==> src/rtl/cdc_2phase_rx.sv <==
// cdc_2phase_rx
//   Receiving half of a 2-phase (toggle) req/ack clock-domain crossing.
//   The foreign-domain request is synchronised into clk_i. The bundled data
//   is captured once the synchronised request phase differs from the local
//   ack phase. The captured word is then offered as a valid/ready stream.
//
// Parameters
//   T            payload type (async_data_i held stable by sender while req != ack)
//   SYNC_STAGES  synchroniser depth on async_req_i, must be >= 2
//
// Ports
//   clk_i         receive-domain clock
//   rst_i         synchronous active-high reset
//   async_req_i   2-phase request; each toggle announces one new word
//   async_data_i  bundled data from the foreign domain
//   async_ack_o   2-phase acknowledge, straight from a flop
//   dst_data_o    received word (oldest buffered entry)
//   dst_valid_o   dst_data_o holds an unconsumed word
//   dst_ready_i   consumer accepts the word on valid && ready
//
// Configuration
//   CDC_2PHASE_RX_SPILL_EN  defined   : two-entry buffer, ack toggles on capture
//                           undefined : single register, ack toggles on consume
module cdc_2phase_rx #(
    parameter type         T           = logic [7:0],
    parameter int unsigned SYNC_STAGES = 2
) (
    input  logic clk_i,
    input  logic rst_i,
    input  logic async_req_i,
    input  T     async_data_i,
    output logic async_ack_o,
    output T     dst_data_o,
    output logic dst_valid_o,
    input  logic dst_ready_i
);

    generate
        if (SYNC_STAGES < 2) begin : g_bad_sync_stages
            $error("cdc_2phase_rx: SYNC_STAGES must be >= 2");
        end
    endgenerate

    logic [SYNC_STAGES-1:0] sync_q;
    logic                   req_s;
    logic                   pending;
    logic                   ack_q, ack_d;

    always_ff @(posedge clk_i) begin
        if (rst_i) begin
            sync_q <= '0;
        end else begin
            sync_q <= {sync_q[SYNC_STAGES-2:0], async_req_i};
        end
    end

    assign req_s = sync_q[SYNC_STAGES-1];
    // Phase compare rather than edge detect: the request stays pending until
    // the local ack catches up, so a word can never be dropped or taken twice.
    assign pending     = req_s ^ ack_q;
    assign async_ack_o = ack_q;

`ifdef CDC_2PHASE_RX_SPILL_EN

    typedef enum logic [1:0] {
        EMPTY,
        ONE,
        TWO
    } state_e;

    state_e state_q, state_d;
    T       head_q, head_d;
    T       tail_q, tail_d;
    logic   capture;
    logic   consume;

    assign consume = (state_q != EMPTY) && dst_ready_i;
    // Acknowledge as soon as the word sits in the buffer, so the sender can
    // start the next round trip while the consumer still holds the previous word.
    assign capture = pending && (state_q != TWO);

    always_ff @(posedge clk_i) begin
        if (rst_i) begin
            state_q <= EMPTY;
            ack_q   <= 1'b0;
            head_q  <= '0;
            tail_q  <= '0;
        end else begin
            state_q <= state_d;
            ack_q   <= ack_d;
            head_q  <= head_d;
            tail_q  <= tail_d;
        end
    end

    always_comb begin
        state_d = state_q;
        ack_d   = ack_q;
        head_d  = head_q;
        tail_d  = tail_q;
        if (capture) begin
            ack_d = ~ack_q;
        end
        unique case (state_q)
            EMPTY: begin
                if (capture) begin
                    head_d  = async_data_i;
                    state_d = ONE;
                end
            end
            ONE: begin
                unique case ({capture, consume})
                    2'b11: head_d = async_data_i;
                    2'b10: begin
                        tail_d  = async_data_i;
                        state_d = TWO;
                    end
                    2'b01: state_d = EMPTY;
                    default: ;
                endcase
            end
            TWO: begin
                if (consume) begin
                    head_d  = tail_q;
                    state_d = ONE;
                end
            end
            default: state_d = EMPTY;
        endcase
    end

    assign dst_valid_o = (state_q != EMPTY);
    assign dst_data_o  = head_q;

`else

    typedef enum logic {
        EMPTY,
        FULL
    } state_e;

    state_e state_q, state_d;
    T       data_q, data_d;

    always_ff @(posedge clk_i) begin
        if (rst_i) begin
            state_q <= EMPTY;
            ack_q   <= 1'b0;
            data_q  <= '0;
        end else begin
            state_q <= state_d;
            ack_q   <= ack_d;
            data_q  <= data_d;
        end
    end

    always_comb begin
        state_d = state_q;
        ack_d   = ack_q;
        data_d  = data_q;
        unique case (state_q)
            EMPTY: begin
                if (pending) begin
                    data_d  = async_data_i;
                    state_d = FULL;
                end
            end
            FULL: begin
                // Ack only on consume: the sender cannot present a new word
                // before this toggle, so a pending request in FULL is ignored.
                if (dst_ready_i) begin
                    ack_d   = ~ack_q;
                    state_d = EMPTY;
                end
            end
            default: state_d = EMPTY;
        endcase
    end

    assign dst_valid_o = (state_q == FULL);
    assign dst_data_o  = data_q;

`endif

endmodule

==> config.mk <==
export PLATFORM = sky130hd
export DESIGN_NAME = cdc_2phase_rx
export DESIGN_NICKNAME = d
export VERILOG_FILES = /design/src/rtl/cdc_2phase_rx.sv
export SDC_FILE = /design/constraint.sdc
export NUM_CORES = 1
export LEC_CHECK = 0
export ABC_AREA = 1
export CAP_MARGIN = 20
export CORE_UTILIZATION = 35
export CTS_CLUSTER_DIAMETER = 30
export DETAILED_ROUTE_END_ITERATION = 10
export PLACE_DENSITY = 0.75
export SLEW_MARGIN = 40
export SYNTH_ARGS = -nofsm -noshare
export SYNTH_HDL_FRONTEND = slang
export SYNTH_SLANG_ARGS = --single-unit
==> constraint.sdc <==
create_clock -name clk_i -period 1.2 [get_ports clk_i]
set_input_delay 0.3 -clock clk_i [delete_from_list [all_inputs] [get_ports clk_i]]
set_output_delay 0.3 -clock clk_i [all_outputs]
set_load 0.005 [all_outputs]
==> results.cfg <==
[hold_path]
holdPathStages = 2
min_path_type = register to register

[final_layout]
final_util_pct = 55.90
layout-drive-gt1-share_pct = 15.04
design_area_um2 = 842.1
final_common_cell = inv_1
area_growth_pct = 48.89
num_antenna_cells = 0
layout.nets = 126
layout_common_cells = inv_1 (28), nand2_1 (19), clkdlybuf4s50_1 (11), nor2_1 (10), dlygate4sd2_1 (10)

[detailed_routing]
top_layer = met3
met3_length_um = 54
dr.pass1.iters = 3
route.met2.wl_um = 520
via_per_inst = 4.194
wl_per_cell_um = 8.248
route.layer.met1.wl_um = 489
via_count = 541
drt_wl_total_mm = 1.064
drc_errors = 0
first_iter_violations = 5
final_antenna_net_count = 0

[critical_path]
cp-end-kind = output pin
crit_family = flip-flops
cp_slowest_cell = dfxtp_2
crit_start = dst_valid_o
crit_path_end = dst_valid_o
cp_max_fo = 3
critical_path_class = register to output pin
rr_worst_depth = 6
timing.rr.start = async_ack_o
crit_required_ns = 0.90
critPathBufInv = 1
path_depth = 1
r2r_setup_slack_ns = 0.14
rr_endpoint = dst_data_o[0]
critPathLaunchType = register
crit_chain = dlygate4sd2_1
arrival_ns = 0.86
cpPeakStageDelay_ns = 0.34

[clock_tree]
cts_setup_buffers = 0
clock_latency_ns = 0.26
numCtsBuffers = 3
cts_tree = built
cts-hold-fix-buffers = 0
htreeDepth = 1
clockBufferDepth = 2
post_cts_resize_count = 16
cts.root.buffer_cell = clkbuf_4
clk_pin_slew_ns = 0.07
cts.sinks = 12

[synth]
ys_warn_count = 0
synth_nets = 98
synth.avg_cell_area_um2 = 6.576
ys_ff_latch = 12
syn_inst = 86
seq_area_frac_synth_pct = 42.48
synth_top_area_share_pct = 42.48
synth_area_leaders = dfxtp_1 (42%), inv_1 (19%), nand2_1 (13%), nand4_1 (8.8%), nor2_1 (6.6%)
synth_area_leader_cell = dfxtp_1
netlist_area_um2 = 565.5
ys_types = 13

[power_and_ir_drop]
p_per_area_nw_per_um2 = 1163
p_leak_nw = 0.4763
max-vdd-ir-drop_mv = 0.5414

[die]
die_y_um = 42.20
ios = 22
rows = 14
core_um2 = 1506
dieArea_um2 = 1780
start_util_pct = 37.54
die_x_um = 42.20

[sta]
clock-skew-final_ns = 0.0004318
fmax_mhz = 865.7
setup_violations = 0
whs_ns = 0.4113
max_slew.worst_pin.slew_ns = 0.2386
maxSlewViolCount = 0
rsz0062_at_grt = no
fin_crit_ns = 1.155
finalCritPeriodShare_pct = 96.26
hold_viol_final = 0
relSlewSlack_pct = 83.99

[global_route]
grt_overflow = 0
grtUsageTotal_pct = 13.20
grt_antenna_before_repair = 0
grt_start_max_net_pins = 11
grt_first_pass_wirelength_mm = 1.821
grt_pass1_vias = 449

[outcome]
status = finished, final reports clean

[flow_run]
maxCapViolations = 0

[placed_design]
placed_area_um2 = 810.8
finalWeightedCongestion = 0.7857
dp_hpwl_um = 824.3
portBuffers = 21
==> metal layers <==
layer	vias to the layer above	GRT usage (%)
met5	-	0
met4	0	3.750
met3	0	2.586
met2	13	21.85
met1	225	17.38
li1	303	-
==> area by class of cell <==
class | instances | area, um2
clock buffers | 4 | 36.28
fillers | 154 | 664.4
inverters | 31 | 116.4
multi-input cells | 43 | 209.0
flip-flops and latches | 12 | 247.7
well taps | 16 | 20.02
repair buffers | 23 | 212.7
==> synth_stat cells <==
cell type,instances
inv_1,28
nand2_1,19
dfxtp_1,12
nor2_1,10
nand4_1,8
inv_2,2
a21oi_1,1
clkinv_1,1
nand2_2,1
nand2_4,1
nand3_1,1
nand3_4,1
o21ai_0,1
==> logic make-up (layout without fill, tap and decap cells) <==
| group | count (synthesis) | after routing | share of synthesized area (%) |
|---|---|---|---|
| AO/OA/AOI/OAI | 2 | 2 | 1.768 |
| AND/OR/NAND/NOR | 41 | 41 | 35.18 |
| buffers and inverters | 31 | 58 | 20.57 |
| flip-flops | 12 | 12 | 42.48 |
==> through the flow <==
step                      setup slack (ns)  instances  setup TNS [ns]  total power, mW
after floorplan                     0.3188         86               0           0.5764
after global placement            -0.09562        125         -0.8043           0.6926
after detailed placement           -0.1191        125          -1.040           0.6994
after CTS                          0.03790        129               0           0.9900
after global routing              0.004311        129               0            1.049
final                              0.04484        129               0           0.9794
==> report_power, final <==
part	switching [mW]	internal [mW]	total (mW)	leakage, nW
Clock	0.126	0.184	0.310	0.0210
Sequential	0.0158	0.437	0.453	0.101
Combinational	0.106	0.110	0.216	0.354
==> registers in the layout (all words and copies together) (netlist names) <==
signal       count
sync_q           2
dst_data_o       8
dst_valid_o      1
async_ack_o      1
==> worst min path at each step <==
stage | start | end | slack (ns)
6_report | sync_q[0] | sync_q[1] | 0.41
5_1_grt | sync_q[0] | sync_q[1] | 0.43
3_5_place_dp | sync_q[0] | sync_q[1] | 0.40
2_1_floorplan | rst_i | sync_q[0] | 0.37
3_3_place_gp | sync_q[0] | sync_q[1] | 0.40
4_1_cts | sync_q[0] | sync_q[1] | 0.42
(Power assumes the default switching activity.)
